===== config.mk =====
export PLATFORM = sky130hd
export DESIGN_NAME = binary_image_text_streamer
export DESIGN_NICKNAME = d
export VERILOG_FILES = /design/src/rtl/img_io_pkg.sv /design/src/rtl/binary_image_text_streamer.sv
export SDC_FILE = /design/constraint.sdc
export NUM_CORES = 1
export LEC_CHECK = 0
export CAP_MARGIN = 30
export CORE_ASPECT_RATIO = 0.8
export CORE_MARGIN = 2
export CORE_UTILIZATION = 40
export CTS_CLUSTER_DIAMETER = 120
export DETAILED_ROUTE_END_ITERATION = 12
export PLACE_DENSITY = 0.6
export SLEW_MARGIN = 40
export SYNTH_ARGS = -nofsm -noshare
export SYNTH_HDL_FRONTEND = slang
export SYNTH_SLANG_ARGS = --single-unit
export TNS_END_PERCENT = 5

===== constraint.sdc =====
create_clock -name clk -period 4.2 [get_ports clk]
set_input_delay 0.42 -clock clk [delete_from_list [all_inputs] [get_ports clk]]
set_output_delay 0.42 -clock clk [all_outputs]
set_load 0.01 [all_outputs]

===== src/rtl/img_io_pkg.sv =====
`default_nettype none
// ============================================================================
//  Package     : img_io_pkg
//  Description : Shared definitions for the image byte-stream serialiser.
//                Holds the ASCII constants, the hex-digit encoder and the
//                serialiser state encoding.
//  Revision    : 1.0 - initial release
// ============================================================================
package img_io_pkg;

    // ASCII bytes used as pixel and row separators in text mode
    localparam logic [7:0] ASC_SPACE = 8'h20;
    localparam logic [7:0] ASC_LF    = 8'h0A;

    // Serialiser states: waiting for a pixel, emitting digits/bytes, emitting separator
    typedef enum logic [1:0] {
        IDLE = 2'd0,
        EMIT = 2'd1,
        SEP  = 2'd2
    } state_t;

    // Lowercase hex digit for one nibble: '0'-'9' then 'a'-'f'
    function automatic logic [7:0] hex_ascii(input logic [3:0] nibble);
        if (nibble < 4'd10) begin
            return 8'h30 + {4'h0, nibble};
        end
        return 8'h57 + {4'h0, nibble};
    endfunction

endpackage : img_io_pkg
`default_nettype wire


===== src/rtl/binary_image_text_streamer.sv =====
`default_nettype none
// ============================================================================
//  Module      : binary_image_text_streamer
//  Description : Serialises a raster pixel stream into a byte stream, either
//                as lowercase hex text (space between pixels, LF per row) or
//                as packed big-endian raw bytes. Valid/ready on both sides,
//                m_last on the final byte of a frame and a frame_done pulse.
//  Revision    : 1.0 - initial release
// ============================================================================
module binary_image_text_streamer
    import img_io_pkg::*;
#(
    parameter int WIDTH  = 1920,
    parameter int HEIGHT = 1080,
    parameter int PIX_W  = 8,
    parameter int MODE   = 0
) (
    input  logic             clk,
    input  logic             rst,
    input  logic             s_valid,
    output logic             s_ready,
    input  logic [PIX_W-1:0] s_data,
    output logic             m_valid,
    input  logic             m_ready,
    output logic [7:0]       m_data,
    output logic             m_last,
    output logic             frame_done
);

    localparam int NDIG  = (PIX_W + 3) / 4;
    localparam int NBYTE = (PIX_W + 7) / 8;
    localparam int NUNIT = (MODE == 1) ? NBYTE : NDIG;
    localparam int MAXU  = (NDIG > NBYTE) ? NDIG : NBYTE;
    localparam int CW    = (WIDTH  > 1) ? $clog2(WIDTH)  : 1;
    localparam int RW    = (HEIGHT > 1) ? $clog2(HEIGHT) : 1;
    localparam int IW    = (MAXU   > 1) ? $clog2(MAXU)   : 1;

    localparam logic [CW-1:0] COL_LAST = CW'(WIDTH - 1);
    localparam logic [RW-1:0] ROW_LAST = RW'(HEIGHT - 1);
    localparam logic [IW-1:0] IDX_LAST = IW'(NUNIT - 1);

    state_t            state_q, state_d;
    logic [CW-1:0]     col_q, col_d;
    logic [RW-1:0]     row_q, row_d;
    logic [IW-1:0]     idx_q, idx_d;
    logic [PIX_W-1:0]  pix_q, pix_d;
    logic              frame_done_q, frame_done_d;

    logic              w_last_col;
    logic              w_last_row;
    logic              w_last_idx;
    logic              w_finish;
    logic [4*NDIG-1:0] w_hex_ext;
    logic [8*NBYTE-1:0] w_raw_ext;
    logic [3:0]        w_nibble;
    logic [7:0]        w_raw_byte;
    logic [7:0]        w_unit_byte;

    assign w_last_col = (col_q == COL_LAST);
    assign w_last_row = (row_q == ROW_LAST);
    assign w_last_idx = (idx_q == IDX_LAST);

    // Digit/byte selector: idx 0 addresses the most significant unit
    always_comb begin
        w_hex_ext              = '0;
        w_hex_ext[PIX_W-1:0]   = pix_q;
        w_raw_ext              = '0;
        w_raw_ext[PIX_W-1:0]   = pix_q;
        w_nibble               = '0;
        w_raw_byte             = '0;
        for (int k = 0; k < NDIG; k++) begin
            if (idx_q == IW'(NDIG - 1 - k)) begin
                w_nibble = w_hex_ext[4*k +: 4];
            end
        end
        for (int k = 0; k < NBYTE; k++) begin
            if (idx_q == IW'(NBYTE - 1 - k)) begin
                w_raw_byte = w_raw_ext[8*k +: 8];
            end
        end
        w_unit_byte = (MODE == 1) ? w_raw_byte : hex_ascii(w_nibble);
    end

    // Output stage decoded from the registered state, so it is stable under stall
    always_comb begin
        s_ready    = (state_q == IDLE);
        m_valid    = (state_q != IDLE);
        m_data     = 8'h00;
        m_last     = 1'b0;
        frame_done = frame_done_q;
        case (state_q)
            EMIT: begin
                m_data = w_unit_byte;
                m_last = (MODE == 1) && w_last_idx && w_last_col && w_last_row;
            end
            SEP: begin
                m_data = w_last_col ? ASC_LF : ASC_SPACE;
                m_last = w_last_col && w_last_row;
            end
            default: begin
                m_data = 8'h00;
                m_last = 1'b0;
            end
        endcase
    end

    // Next-state logic: pixel capture, unit stepping and raster position update
    always_comb begin
        state_d      = state_q;
        col_d        = col_q;
        row_d        = row_q;
        idx_d        = idx_q;
        pix_d        = pix_q;
        frame_done_d = 1'b0;
        w_finish     = 1'b0;
        case (state_q)
            IDLE: begin
                if (s_valid) begin
                    pix_d   = s_data;
                    idx_d   = '0;
                    state_d = EMIT;
                end
            end
            EMIT: begin
                if (m_ready) begin
                    if (!w_last_idx) begin
                        idx_d = idx_q + 1'b1;
                    end else if (MODE == 0) begin
                        state_d = SEP;
                    end else begin
                        w_finish = 1'b1;
                    end
                end
            end
            SEP: begin
                if (m_ready) begin
                    w_finish = 1'b1;
                end
            end
            default: begin
                state_d = IDLE;
            end
        endcase

        if (w_finish) begin
            idx_d   = '0;
            state_d = IDLE;
            if (w_last_col) begin
                col_d = '0;
                if (w_last_row) begin
                    row_d        = '0;
                    frame_done_d = 1'b1;
                end else begin
                    row_d = row_q + 1'b1;
                end
            end else begin
                col_d = col_q + 1'b1;
            end
        end
    end

    // State and counter registers; reset drops any in-flight pixel
    always_ff @(posedge clk) begin
        if (rst) begin
            state_q      <= IDLE;
            col_q        <= '0;
            row_q        <= '0;
            idx_q        <= '0;
            pix_q        <= '0;
            frame_done_q <= 1'b0;
        end else begin
            state_q      <= state_d;
            col_q        <= col_d;
            row_q        <= row_d;
            idx_q        <= idx_d;
            pix_q        <= pix_d;
            frame_done_q <= frame_done_d;
        end
    end

endmodule : binary_image_text_streamer
`default_nettype wire

==> metrics.csv <==
stage,metric,value,unit
power_and_ir_drop,seqPwrFrac,46.9,%
clocking,cts.clk_slew.worst_paths,0.06,ns
synthesis,yosysSeqAreaShare,37.4,%
critical_path,cp-end-kind,output port,
global_route,grt_pass1_vias,1417,
cells_and_area,nets,253,
route,drt_iter0_drc,42,
placement,gp_congestion,0.801,
synthesis,avgSynthCellArea,8.38,sq um
placement,place_ws,1.60,ns
synthesis,yosys.cell_types.count,43,
global_route,antenna_found_initial,0,
placement,portBuffers,22,
critical_path,path_buf_inv,1,
clocking,post-cts-setup-buffers,0,
route,wire_per_inst,12.8,microns
cells_and_area,fin_area,2120,sq um
power_and_ir_drop,pwr-share-clk,31.0,%
critical_path,crit_slowest_cell,dfxtp_1,
status,status,"complete, no violations",
timing,fin_worst_skew,0.00836,ns
floorplanning,core,4280,sq um
floorplanning,die_h,64.3,microns
critical_path,cp_top_family,simple AND/OR/NAND/NOR gates,
clocking,clock_latency,0.28,ns
power_and_ir_drop,power.share.combinational,22.1,%
cells_and_area,areaGrowthSynthToFinish,16.6,%
synthesis,synthFlopType,dfxtp_1,
floorplanning,die_area,5100,sq um
synthesis,syn-cell-area,1820,sq um
clocking,cts_tree,done,
timing,min_period_over_period,69.5,%
timing,slew_headroom,62.1,%
critical_path,critPathMaxStageDelay,0.56,ns
hold_path,hold_class,reg2reg,
global_route,grt_pass1_wl,6310,microns
placement,placed_cell_area,2040,sq um
clocking,cts_buffers,5,
critical_path,worstPathCellList,nor2b_1 -> a32o_1 -> or4b_1 -> a21boi_0 -> clkdlybuf4s50_1,
clocking,clk_path_buf_depth,2,
clocking,cts-resized-gates,0,
placement,dp_hpwl,2720,microns
route,drt.antenna.violating_nets,0,
power_and_ir_drop,p_leak,0.744,nW
power_and_ir_drop,vdd_drop_max,0.000216,V
floorplanning,start_util,42.4,%
timing,fin_crit,2.92,ns
cells_and_area,antenna_cells,0,
synthesis,synthCells,217,
clocking,cts-root-buf,clkbuf_8,
floorplanning,rows,21,
critical_path,cp.required,3.78,ns
timing,setup_tns,0,ns
timing,slew_violations,0,
global_route,met1_usage,22.0,%
power_and_ir_drop,p_per_area,355,nW/um^2
route,postRouteWirelength,3730,microns
timing,fmax,342,MHz
global_route,met2_usage,22.9,%
route,drc,0,
power_and_ir_drop,power.internal,0.540,mW
route,vias_per_cell,5.29,
timing,finalSetupViolCount,0,
floorplanning,die_w,79.4,microns
global_route,met3_usage,4.66,%
clocking,cts_sinks,34,
global_route,grt_max_degree,16,
power_and_ir_drop,p_switching,0.212,mW
synthesis,ys_seq_elements,34,
timing,rsz0062_at_grt,false,
critical_path,critPathArrivalTime,2.50,ns
cells_and_area,drive_above_1_share,4.70,%
power_and_ir_drop,swShare,28.2,%
timing,fin_ws,1.28,ns
timing,worstMarginPinSlew,0.567,ns
power_and_ir_drop,power,0.753,mW
critical_path,worstSetupStartpointType,register,
global_route,grt.busiest_layer,met2,
run,drv_cap,0,
critical_path,worstSetupPathType,reg2out,
synthesis,synth_edf_count,0,
route,via_count,1538,
cells_and_area,final-instance-count-excl-fill,291,
synthesis,syn_nets,235,
route,dr.pass1.iters,4,
global_route,overflow,0,
clocking,htreeDepth,2,
critical_path,worstPathMaxFanout,10,
global_route,groute.usage.overall,15.8,%
synthesis,synthArstFlopShare,0,%
synthesis,yosys_warnings,0,
floorplanning,io_pins,24,
placement,dp.cells,285,
timing,hold_violations,0,
clocking,hold_buffers,0,
[synth_stat cells (2+ instances only)]
cell	number	area share, %
xor2_1	9	4.3
a21oi_1	25	6.9
a221oi_1	2	0.96
nand3_1	15	4.1
mux2i_1	4	2.2
nand2_1	24	5.0
or4_1	3	1.2
nor2b_1	3	1.0
and4_1	2	0.96
clkbuf_1	4	0.83
ha_1	6	4.1
xnor2_1	3	1.4
dfxtp_1	34	37
o31ai_1	3	1.2
and2_1	4	1.4
nor2_1	14	2.9
a211oi_1	2	0.83
inv_1	10	2.1
and3_1	3	1.0
and4_2	2	1.1
nand4b_1	2	0.96
a32o_1	2	1.1
nand4_1	8	2.8
buf_4	4	1.7
o21ai_0	6	1.7
or3_1	5	1.7
buf_6	2	1.2
[stage by stage]
| step | util, % | hold slack, ns |
|---|---|---|
| after floorplan | - | 0.426 |
| after global placement | 47.6 | 0.448 |
| after detailed placement | 47.6 | 0.455 |
| after CTS | 49.5 | 0.465 |
| after global routing | 49.5 | 0.489 |
| final | 49.5 | 0.461 |
[sequential cells by signal, summed over array words and instances, names as in the netlist]
register / count
frame_done: 1
row_q: 11
state_q: 2
idx_q: 1
col_q: 11
pix_q: 8
[final timing paths]
check	start	end	slack, ns	cells past startpoint
worst max-delay path	idx_q	m_data[3]	1.28	5
worst max register to register	state_q[0]	row_q[10]	2.11	6
worst min register to register	pix_q[0]	pix_q[0]	0.46	2
worst min-delay path	pix_q[0]	pix_q[0]	0.46	2
[worst register-to-register path, cell delays in order (launching register included)]
cell and delay, ns:
dfxtp_1 0.32, inv_1 0.08, ha_1 0.30, and3_1 0.36, nand4_4 0.25, or4_1 0.56, a21oi_1 0.15
[power groups by stage]
stage	clock, mW	sequential [mW]	combinational (mW)
6_report	0.233	0.353	0.167
5_1_grt	0.258	0.355	0.185
4_1_cts	0.243	0.353	0.167
3_5_place_dp	0	0.360	0.167
3_3_place_gp	0	0.360	0.168
2_1_floorplan	0	0.354	0.114
[final cells by class]
class	instances	area (sq um)
Timing Repair Buffer	22	220
Multi-Input combinational cell	162	1030
Fill cell	427	2160
Tap cell	57	71.3
Clock buffer	6	82.6
Inverter	10	37.5
Sequential cell	34	681
[placed cells by master (no fill, tap or decap), types with 5 or more instances in the layout]
| cell type | count |
|---|---|
| clkbuf_8 | 6 |
| inv_1 | 10 |
| ha_1 | 6 |
| nand4_1 | 8 |
| nand3_1 | 15 |
| xor2_1 | 9 |
| nor2_1 | 14 |
| nand2_1 | 24 |
| clkdlybuf4s50_1 | 22 |
| dfxtp_1 | 34 |
| or3_1 | 5 |
| o21ai_0 | 6 |
| a21oi_1 | 25 |
[metal layers]
layer	wire, microns	up-vias
met3	154	6
met2	1520	20
met1	1990	704
li1	-	808
met4	59	0
met5	0	-
[logic make-up after synthesis]
| logic type | count (synthesis) | share of synthesized area, % |
|---|---|---|
| xor gates and xnor gates | 12 | 5.78 |
| adders and majority gates | 6 | 4.13 |
| other | 1 | 0.206 |
| muxes | 4 | 2.20 |
| buffers and inverters | 21 | 6.06 |
| AOI/OAI and AO/OA | 45 | 15.6 |
| DFF | 34 | 37.4 |
| and+or+nand+nor | 94 | 28.6 |
Note: power is estimated with default switching activity, not from simulation.
